$ cat config.mk
export PLATFORM = sky130hd
export DESIGN_NAME = nibble_packer
export DESIGN_NICKNAME = d
export VERILOG_FILES = /design/src/rtl/nibble_packer.sv
export SDC_FILE = /design/constraint.sdc
export NUM_CORES = 1
export LEC_CHECK = 0
export CAP_MARGIN = 0
export CORE_UTILIZATION = 46
export DETAILED_ROUTE_END_ITERATION = 10
export HOLD_SLACK_MARGIN = 0.06
export PLACE_DENSITY = 0.87
export SYNTH_ARGS = -nofsm -noshare
export SYNTH_HDL_FRONTEND = slang
export SYNTH_SLANG_ARGS = --single-unit
export TNS_END_PERCENT = 20
$ cat constraint.sdc
create_clock -name clock -period 1.9 [get_ports clock]
set_clock_uncertainty 0.15 [all_clocks]
set_input_delay 0.19 -clock clock [delete_from_list [all_inputs] [get_ports clock]]
set_output_delay 0.19 -clock clock [all_outputs]
set_load 0.01 [all_outputs]
$ cat src/rtl/nibble_packer.sv
// nibble_packer
//   Reassembles a valid/ready stream of 4-bit nibbles into bytes. Each pair of
//   accepted nibbles becomes one byte, presented together with the mod-16 sum
//   of the two nibbles. A frame that closes on the first nibble of a pair
//   drops that nibble and flags odd_error for one cycle.
//
// Parameters
//   HIGH_FIRST  1: first nibble of a pair -> byte[7:4]; 0: first -> byte[3:0]
//   COUNT_W     width of byte_count
//
// Ports
//   clock       single clock, all logic on posedge
//   reset       synchronous, active-high
//   in_valid    in_nibble/in_last valid
//   in_ready    packer accepts a nibble this cycle
//   in_nibble   nibble data
//   in_last     nibble is the final one of a frame
//   out_valid   out_byte/out_sum/out_last valid
//   out_ready   consumer accepts the byte this cycle
//   out_byte    assembled byte
//   out_sum     (hi + lo) mod 16
//   out_last    byte closes a frame
//   odd_error   1-cycle pulse: frame ended on the first nibble of a pair
//   byte_count  bytes handed off since reset, wraps
module nibble_packer #(
  parameter bit HIGH_FIRST = 1'b1,
  parameter int COUNT_W    = 8
) (
  input  logic               clock,
  input  logic               reset,
  input  logic               in_valid,
  output logic               in_ready,
  input  logic [3:0]         in_nibble,
  input  logic               in_last,
  output logic               out_valid,
  input  logic               out_ready,
  output logic [7:0]         out_byte,
  output logic [3:0]         out_sum,
  output logic               out_last,
  output logic               odd_error,
  output logic [COUNT_W-1:0] byte_count
);

  typedef enum logic {
    WAIT_FIRST  = 1'b0,
    WAIT_SECOND = 1'b1
  } state_t;

  state_t             state_reg;
  logic [3:0]         held_reg;
  logic               out_valid_reg;
  logic [7:0]         out_byte_reg;
  logic [3:0]         out_sum_reg;
  logic               out_last_reg;
  logic               odd_error_reg;
  logic [COUNT_W-1:0] byte_count_reg;

  logic [7:0]         byte_next;
  logic [3:0]         sum_next;
  logic               in_fire;
  logic               out_fire;

  // The first nibble of a pair never needs the output slot, so it can be
  // taken even while a byte is stalled. The second nibble must wait until
  // the slot is empty or being emptied this cycle.
  assign in_ready = (state_reg == WAIT_FIRST) | ~out_valid_reg | out_ready;
  assign in_fire  = in_valid & in_ready;
  assign out_fire = out_valid_reg & out_ready;

  // Byte assembly: place held/incoming nibbles per HIGH_FIRST, bit by bit.
  for (genvar gi = 0; gi < 4; gi++) begin : g_byte
    assign byte_next[gi]     = HIGH_FIRST ? in_nibble[gi] : held_reg[gi];
    assign byte_next[gi + 4] = HIGH_FIRST ? held_reg[gi]  : in_nibble[gi];
  end

  // Carry out of the nibble add is intentionally discarded.
  assign sum_next = held_reg + in_nibble;

  always_ff @(posedge clock) begin
    if (reset) begin
      state_reg      <= WAIT_FIRST;
      held_reg       <= 4'h0;
      out_valid_reg  <= 1'b0;
      out_byte_reg   <= 8'h00;
      out_sum_reg    <= 4'h0;
      out_last_reg   <= 1'b0;
      odd_error_reg  <= 1'b0;
      byte_count_reg <= '0;
    end else begin
      odd_error_reg <= 1'b0;

      // Drain first; a same-cycle reload below overrides out_valid back to 1.
      if (out_fire) begin
        out_valid_reg  <= 1'b0;
        byte_count_reg <= byte_count_reg + 1'b1;
      end

      if (in_fire) begin
        case (state_reg)
          WAIT_FIRST: begin
            if (in_last) begin
              odd_error_reg <= 1'b1;
            end else begin
              held_reg  <= in_nibble;
              state_reg <= WAIT_SECOND;
            end
          end
          WAIT_SECOND: begin
            out_byte_reg  <= byte_next;
            out_sum_reg   <= sum_next;
            out_last_reg  <= in_last;
            out_valid_reg <= 1'b1;
            state_reg     <= WAIT_FIRST;
          end
          default: state_reg <= WAIT_FIRST;
        endcase
      end
    end
  end

  assign out_valid  = out_valid_reg;
  assign out_byte   = out_byte_reg;
  assign out_sum    = out_sum_reg;
  assign out_last   = out_last_reg;
  assign odd_error  = odd_error_reg;
  assign byte_count = byte_count_reg;

endmodule

==> metrics.txt, run 1 <==
run status=completed; final clock period utilization by the worst path=between 90% and 100%; met1 routed wirelength after detailed routing=1190 µm; class of the most critical hold timing path=input port to flip-flop; initial DRC count=11; Critical path buffers and inverters=1; critical path type=flip-flop to primary output; mean routed wirelength per cell=roughly 14 µm; vias in the first global route=about 1,000; Clock Path Buffers=2; number of warnings reported in the yosys synthesis log=0; Setup-failing EPs final=0; critical path required time=between 1.5 and 2 ns; Reg clk slew, reported paths=0.15 ns; cell area after synthesis=roughly 0.0012 mm²; Post-Place Cell Area=0.00158 mm²; worst ir drop on vdd=just under 0.6 mV; FF+latch count, synth=28; post-detail-place hpwl=approximately 2100 µm; Post-CTS Setup Bufs=0; Synth Net Count=149; critical-path cell with the highest stage delay=sky130_fd_sc_hd__clkdlybuf4s50_1; largest net degree at the start of global routing=29; count of vias placed by the detailed router=1,120; cell at the root of the clock tree=sky130_fd_sc_hd__clkbuf_4; gate count of the mapped netlist=around 140; met2 wirelength from detailed routing=between 1500 and 2000 µm; die height=53.1 µm; standard-cell row count=18; number of pins with negative max-slew slack in the final report=0; number of max-cap violations=0; Die ar.=0.00282 mm²; setup repair after global routing missed its margin=false; Skew-Pair Late Insertion Delay=about 0.33 ns; met3 routed wirelength=129 µm; Layout Area Growth over Synthesis=35.9%; TritonCTS clock tree=yes; number of input and output port buffers inserted=32; Starting Density=48.5%; pre-CTS worst setup slack=-0.00396 ns; Netlist cell types=29; Overflow after GRT=0; number of buffers created by CTS=3; Setup crit start kind=flip-flop; overall die width=53.1 µm; layout cell share with drive strength beyond 1=just under 9%; Final Hold Violating Endpoints=0; antenna diode count=0; category of the worst setup path capture point=primary output; floorplan core area=0.00248 mm²; total power per unit cell area=684 mW/mm²; Worst Path Arrival=1.38 ns; Top-Level Pins=33; DRC violation count after routing=0; upper clock frequency limit=between 0.5 and 0.6 GHz; Post-CTS Hold Fix Bufs=0; worst setup slack after layout=around 0.18 ns; total non-filler cell area in the finished layout=0.00163 mm²; series of cell instances along the critical path=clkdlybuf4s50_1; post-layout minimum cycle time=1.72 ns; tightest slew margin relative to the limit=between 70 and 80%; post-layout utilization of the core=around two thirds; GRT Total Usage=approximately a fifth; critical path peak fanout=7; post-detailed-routing wire length=approximately 2800 µm; First-pass DRT Iterations=6; number of antenna violations at the first check in global routing=0; register area share after synthesis=a little under half; Clock H-tree levels=1; ratio of routed vias to standard cells=around 5.6; number of antenna-violating nets in the routed design=0; slew at the pin closest to its max-slew limit=between 0.3 and 0.4 ns; Highest Signal Layer=met4; Largest delay share family, worst path=buffers and inverters; placer congestion estimate=between 0.8 and 0.9; first-pass GRT wire length=about 4400 µm; mean cell area of the mapped netlist=a little under 9 µm²; TritonCTS sink count=28; delay contributed by the slowest stage of the critical path=about 0.58 ns; post-layout net count=between 150 and 200; leakage power total=approximately 0.57 nW
cells in the mapped netlist:
cell type	count	area [µm²]
sky130_fd_sc_hd__nand2_1	5	18.8
sky130_fd_sc_hd__and2_1	1	6.26
sky130_fd_sc_hd__buf_1	1	3.75
sky130_fd_sc_hd__fa_1	1	20.0
sky130_fd_sc_hd__o31ai_1	2	15.0
sky130_fd_sc_hd__xnor2_1	2	17.5
sky130_fd_sc_hd__a311oi_1	1	8.76
sky130_fd_sc_hd__and2b_2	1	8.76
sky130_fd_sc_hd__clkbuf_1	3	11.3
sky130_fd_sc_hd__o21ai_0	15	75.1
sky130_fd_sc_hd__nor4b_1	1	8.76
sky130_fd_sc_hd__or3_2	1	7.51
sky130_fd_sc_hd__nand3_1	16	80.1
sky130_fd_sc_hd__ha_1	4	50.1
sky130_fd_sc_hd__nand4_1	2	12.5
sky130_fd_sc_hd__a21oi_1	22	110
sky130_fd_sc_hd__or4_1	2	15.0
sky130_fd_sc_hd__or3_1	2	12.5
sky130_fd_sc_hd__nor3b_2	1	12.5
sky130_fd_sc_hd__buf_2	3	15.0
sky130_fd_sc_hd__nand2b_1	1	6.26
sky130_fd_sc_hd__nand4_2	1	12.5
sky130_fd_sc_hd__dfxtp_1	28	561
sky130_fd_sc_hd__inv_1	4	15.0
sky130_fd_sc_hd__nor2_1	7	26.3
sky130_fd_sc_hd__mux2i_1	4	40.0
sky130_fd_sc_hd__a21o_1	1	7.51
sky130_fd_sc_hd__xor2_1	2	17.5
sky130_fd_sc_hd__a211oi_1	1	7.51
per-layer routing:
layer	global-route usage [%]	vias up
met3	2.87	2
met5	0	-
li1	-	557
met2	40.7	32
met4	5.26	0
met1	23.7	529
final timing paths:
kind,from,end,slack (ns),cells past startpoint
max reg2reg,held_reg[0],out_sum[2],0.34,4
min,in_nibble[0],out_byte[0],0.33,3
min reg2reg,out_byte[0],out_byte[0],0.34,2
max,byte_count[3],byte_count[3],0.18,1
timing repair:
| action | 4_1_cts | 5_1_grt |
|---|---|---|
| gates cloned | 0 | 0 |
| resized for setup | 1 | 2 |
| setup endpoints to repair | 1 | 1 |
| pin swaps | 0 | 0 |
metrics by stage:
stage,total power [W],hold WS [ns],instances,setup TNS [ns]
2_1_floorplan,0.000679,0.177,135,0
3_3_place_gp,0.000733,0.312,196,0
3_5_place_dp,0.000738,0.320,196,-0.00396
4_1_cts,0.00112,0.330,200,0
5_1_grt,0.00116,0.329,200,0
6_report,0.00112,0.329,200,0
power by group:
part / internal (W) / switching [W] / total [W]
Combinational: 0.0000582 / 0.0000555 / 0.000114
Sequential: 0.000600 / 0.0000113 / 0.000612
Clock: 0.000214 / 0.000179 / 0.000392
cell usage in the layout, fill, tap and decap left out, drive strengths merged, types with 2 or more instances in the layout:
master	n
clkbuf	3
nor2	7
inv	4
nand3	16
xnor2	2
xor2	2
a21oi	22
o21ai	15
or3	3
nand4	3
buf	6
clkdlybuf4s50	31
nand2	5
o31ai	2
or4	2
mux2i	4
ha	4
dfxtp	28
layout make-up:
type / instances / area, µm²
clock inverters: 1 / 30.0
flip-flops and latches: 28 / 564
clock buffers: 3 / 22.5
well taps: 30 / 37.5
fillers: 217 / 843
inverters: 4 / 15.0
multi-input cells: 96 / 597
repair buffers: 38 / 368
kinds of logic (layout without fill, tap and decap cells):
kind of cell | after synthesis | count (layout) | share of synthesized area (%)
simple gates | 41 | 41 | 18.9
fa+ha+maj | 5 | 5 | 5.83
flops | 28 | 28 | 46.6
mux | 4 | 4 | 3.33
buf+inv | 11 | 46 | 3.75
compound gates | 42 | 42 | 18.6
xor+xnor | 4 | 4 | 2.91
Note: power is estimated with default switching activity, not from simulation.
==> inputs of run 2 (changes only) <==
--- a/config.mk
+++ b/config.mk
@@ -6,6 +6,7 @@
 export NUM_CORES = 1
 export LEC_CHECK = 0
 export CAP_MARGIN = 0
+export CORE_MARGIN = 2
 export CORE_UTILIZATION = 46
 export DETAILED_ROUTE_END_ITERATION = 10
 export HOLD_SLACK_MARGIN = 0.06
==> metrics.txt, run 2 (synthesized netlist as in run 1, its figures left out) <==
run status=completed; critical path startpoint=byte_count[3]; capturing element of the worst setup path=byte_count[3]; Clock Path Buffers=2; number of antenna-violating nets in the routed design=0; category of the worst setup path capture point=primary output; Starting Density=roughly half; Layout Area Growth over Synthesis=35.2%; number of max-cap violations=0; upper clock frequency limit=approximately 0.6 GHz; Final Hold Violating Endpoints=0; die height=about 55 µm; placer congestion estimate=0.782; number of buffers created by CTS=3; first-pass GRT wire length=approximately 4000 µm; Die ar.=0.00304 mm²; reg2reg path depth=4; setup slack of the most critical reg-to-reg path=around 0.27 ns; DRC violation count after routing=0; instance count on the critical path=1; Clock H-tree levels=1; highest-count cells in the layout ignoring fill and taps=sky130_fd_sc_hd__clkdlybuf4s50_1 (31), sky130_fd_sc_hd__dfxtp_1 (27), sky130_fd_sc_hd__a21oi_1 (22); Overflow after GRT=0; Setup crit start kind=flip-flop; leakage power total=~0.57 nW; Top-Level Pins=33; setup repair after global routing missed its margin=false; count of vias placed by the detailed router=around 1,100; internal power component=0.000777 W; ratio of routed vias to standard cells=between 5 and 6; Final Non-Filler Cells=around 200; summed negative setup slack over all endpoints=0 ns; standard-cell row count=18; GRT Total Usage=between 10% and 20%; class of the most critical hold timing path=input port to flip-flop; sw power=between 0.0002 and 0.00025 W; post-placement cell count=197; final clock period utilization by the worst path=approximately nine tenths; Post-CTS Setup Bufs=0; slew at the pin closest to its max-slew limit=between 0.3 and 0.4 ns; largest net degree at the start of global routing=21; critical-path cell with the highest stage delay=sky130_fd_sc_hd__clkdlybuf4s50_1; series of cell instances along the critical path=clkdlybuf4s50_1; critical path required time=approximately 1.6 ns; post-detail-place hpwl=just over 2000 µm; delay contributed by the slowest stage of the critical path=~0.57 ns; floorplan core area=between 0.002 and 0.0025 mm²; hold path startpoint=in_nibble[0]; clock network fraction of design power=between 20% and 30%; layout cell share with drive strength beyond 1=around a tenth; worst ir drop on vdd=slightly above 0.4 mV; Largest delay share family, worst path=buffers and inverters; post-layout net count=186; sequential group share of total power=between 60% and 70%; number of pins with negative max-slew slack in the final report=0; antenna diode count=0; post-layout minimum cycle time=1.68 ns; number of antenna violations at the first check in global routing=0; switching power share of the total=a little under a quarter; critical path type=flip-flop to primary output; critical path peak fanout=7; number of input and output port buffers inserted=32; vias in the first global route=1,012; Critical path buffers and inverters=1; TritonCTS clock tree=yes; cell at the root of the clock tree=sky130_fd_sc_hd__clkbuf_4; First-pass DRT Iterations=4; most common cell after layout, fill and taps aside=sky130_fd_sc_hd__clkdlybuf4s50_1; startpoint of the worst register-to-register path=held_reg[0]; tightest slew margin relative to the limit=about three quarters; terminus of the critical flop-to-flop path=out_sum[2]; Worst Path Arrival=roughly 1.3 ns; post-detailed-routing wire length=about 2700 µm; Gate power share=between 10% and 20%; TritonCTS sink count=28; Skew-Pair Late Insertion Delay=around 0.32 ns; Reg clk slew, reported paths=around 0.15 ns; Setup-failing EPs final=0; overall die width=around 55 µm; post-route total power=0.00102 W; total power per unit cell area=approximately 630 mW/mm²; initial DRC count=13; mean routed wirelength per cell=~13 µm
==> run 2: cell count changes in the layout (fill, tap and decap cells not counted), sizes merged <==
| cell | change |
|---|---|
| bufinv | -1 |
| clkbuf | +1 |
| buf | +1 |
==> run 2: repair_timing <==
action	CTS	global route
setup endpoints to repair	0	1
resized for setup	0	3
hold buffers	0	0
==> run 2: worst min path at each step <==
stage | slack (ns) | end | cells after the start
2_1_floorplan | 0.18 | odd_error | 2
3_3_place_gp | 0.31 | byte_count[7] | 2
3_5_place_dp | 0.32 | out_last | 2
4_1_cts | 0.33 | out_byte[3] | 3
5_1_grt | 0.35 | odd_error | 3
6_report | 0.33 | out_byte[0] | 3
==> run 2: final cells by class <==
cell class / instances / area (µm²)
fillers: 211 / 852
repair buffers: 39 / 375
clock buffers: 4 / 36.3
well taps: 30 / 37.5
inverters: 4 / 15.0
multi-input cells: 96 / 597
flip-flops and latches: 28 / 564
==> run 2: layer usage <==
| layer | routed length (µm) | GRT usage (%) | vias up |
|---|---|---|---|
| li1 | - | - | 560 |
| met5 | 0 | 0 | - |
| met4 | 25 | 4.88 | 0 |
| met2 | 1440 | 37.7 | 26 |
| met1 | 1100 | 20.1 | 536 |
| met3 | 128 | 2.96 | 4 |
==> run 2: power by group through the flow <==
stage,registers (W),logic (W),clock network [W]
after detailed placement,0.000625,0.000114,0
after CTS,0.000612,0.000115,0.000295
after floorplan,0.000627,0.0000523,0
final,0.000611,0.000115,0.000292
after global placement,0.000624,0.000110,0
after global routing,0.000614,0.000125,0.000309
==> run 2: through the flow <==
step	hold slack [ns]	utilization, %	setup slack, ns	instance area (µm²)
floorplan	0.177	-	0.450	1200
global placement	0.311	63.9	0.0900	1580
detailed placement	0.317	63.9	-0.0654	1580
CTS	0.331	65.4	0.00253	1620
global route	0.352	65.6	0.133	1630
finish	0.328	65.6	0.222	1630
==> inputs of run 3 (changes only) <==
--- a/config.mk
+++ b/config.mk
@@ -11,6 +11,7 @@
 export DETAILED_ROUTE_END_ITERATION = 10
 export HOLD_SLACK_MARGIN = 0.06
 export PLACE_DENSITY = 0.87
+export SETUP_SLACK_MARGIN = 0.3
 export SYNTH_ARGS = -nofsm -noshare
 export SYNTH_HDL_FRONTEND = slang
 export SYNTH_SLANG_ARGS = --single-unit
==> metrics.txt, run 3 (synthesized netlist as in run 1, its figures left out) <==
run status=completed; number of max-cap violations=0; category of the worst setup path capture point=primary output; number of antenna-violating nets in the routed design=0; Skew-Pair Late Insertion Delay=roughly 0.33 ns; floorplan core area=0.00248 mm²; Die ar.=a little over 0.003 mm²; layout cell share with drive strength beyond 1=between 10 and 15%; hold path startpoint=in_nibble[0]; Overflow after GRT=0; vias in the first global route=around 1,000; class of the most critical hold timing path=input port to flip-flop; Clock H-tree levels=1; critical path required time=1.56 ns; delay contributed by the slowest stage of the critical path=approximately 0.55 ns; Clock Path Buffers=2; worst ir drop on vdd=between 0.4 and 0.5 mV; worst setup slack after layout=~0.30 ns; terminus of the critical flop-to-flop path=out_sum[2]; cell at the root of the clock tree=sky130_fd_sc_hd__clkbuf_4; hold-critical path endpoint=out_byte[0]; summed negative setup slack over all endpoints=0 ns; mean routed wirelength per cell=13.9 µm; standard-cell row count=18; Top-Level Pins=33; Critical path buffers and inverters=1; post-layout net count=around 190; Setup-failing EPs final=0; total power per unit cell area=a little over 600 mW/mm²; Largest delay share family, worst path=buffers and inverters; fillcell total=approximately 210; die height=between 50 and 60 µm; highest-count cells in the layout ignoring fill and taps=sky130_fd_sc_hd__clkdlybuf4s50_1 (29), sky130_fd_sc_hd__a21oi_1 (22), sky130_fd_sc_hd__dfxtp_1 (22); initial DRC count=14; post-detailed-routing wire length=2820 µm; count of vias placed by the detailed router=approximately 1,200; Worst Path Arrival=~1.3 ns; Starting Density=~49%; largest net degree at the start of global routing=21; number of pins with negative max-slew slack in the final report=0; Post-Place Cell Area=between 0.0015 and 0.002 mm²; TritonCTS sink count=28; total non-filler cell area in the finished layout=0.00166 mm²; TritonCTS clock tree=yes; Reg clk slew, reported paths=about 0.15 ns; GRT Total Usage=19.2%; cell count of the worst hold path=3; most common cell after layout, fill and taps aside=sky130_fd_sc_hd__clkdlybuf4s50_1; setup repair after global routing missed its margin=true; slew at the pin closest to its max-slew limit=between 0.3 and 0.4 ns; first-pass GRT wire length=4190 µm; startpoint of the worst register-to-register path=held_reg[0]; final clock period utilization by the worst path=a little over four fifths; upper clock frequency limit=slightly above 0.6 GHz; number of buffers created by CTS=3; critical path type=flip-flop to primary output; series of cell instances along the critical path=clkdlybuf4s50_1; First-pass DRT Iterations=7; DRC violation count after routing=0; placer congestion estimate=just under 0.8; number of input and output port buffers inserted=32; tightest slew margin relative to the limit=between 70% and 80%; post-layout utilization of the core=approximately 67%; Post-CTS Hold Fix Bufs=0; pre-CTS worst setup slack=-0.0654 ns; number of antenna violations at the first check in global routing=0; critical path peak fanout=4; Setup crit start kind=flip-flop; setup slack of the most critical reg-to-reg path=0.35 ns; Layout Area Growth over Synthesis=37.9%; Final Non-Filler Cells=slightly above 200; Final Hold Violating Endpoints=0; reg2reg path depth=4; leakage power total=0.616 nW; critical-path cell with the highest stage delay=sky130_fd_sc_hd__clkdlybuf4s50_1; ratio of routed vias to standard cells=5.67; overall die width=around 55 µm; post-placement cell count=slightly below 200; post-layout minimum cycle time=1.60 ns; post-detail-place hpwl=between 2000 and 2500 µm; antenna diode count=0
## run 3: cell count changes in the layout (fill, tap and decap cells not counted), sizes merged
cell,change
dlymetal6s2s,+1
clkdlybuf4s50,-2
buf,+2
dlygate4sd2,+1
## run 3: tightest hold or removal path: cells and delay by family
kind            cells  cell delay, ns
simple gates        1            0.09
compound gates      1            0.06
buf+inv             1            0.44
## run 3: stage by stage
step | hold WS, ns | total power (W)
after floorplan | 0.177 | 0.000679
after global placement | 0.311 | 0.000734
after detailed placement | 0.317 | 0.000739
after CTS | 0.331 | 0.00102
after global routing | 0.352 | 0.00105
final | 0.324 | 0.00102
## run 3: timing repair
item	4_1_cts	5_1_grt
pin swaps	0	1
setup endpoints to repair	11	16
buffers inserted	2	0
endpoints found under the hold margin	0	0
gates resized for setup	3	10
## run 3: report_power, final
group / switching (W) / internal, W / total (W)
Sequential: 0.0000101 / 0.000597 / 0.000608
Clock: 0.000177 / 0.000117 / 0.000294
Combinational: 0.0000584 / 0.0000615 / 0.000120
Total: 0.000245 / 0.000776 / 0.00102
## run 3: layout make-up
class | count | area, µm² | share of cell area (%)
multi-input cells | 96 | 602 | 36.3
flip-flops and latches | 28 | 576 | 34.7
repair buffers | 41 | 392 | 23.6
clock buffers | 4 | 36.3 | 2.19
well taps | 30 | 37.5 | 2.26
inverters | 4 | 15.0 | 0.906
## run 3: routing by layer
layer / vias to the layer above / track usage, % / wire length, µm
met4: 0 / 4.88 / 15
met2: 39 / 38.5 / 1510
li1: 565 / - / -
met3: 2 / 2.96 / 152
met1: 545 / 20.4 / 1140
met5: - / 0 / 0
## run 3: worst max-delay path by stage
stage                        startpoint             to  slack, ns  depth (start not counted)
after CTS                 byte_count[3]  byte_count[3]       0.21                          1
after global placement     in_nibble[0]     out_sum[2]       0.09                          5
final                     byte_count[6]  byte_count[6]       0.30                          1
after global routing      byte_count[3]  byte_count[3]       0.24                          1
after detailed placement   in_nibble[0]     out_sum[2]      -0.07                          5
after floorplan               out_valid  byte_count[7]       0.45                          3
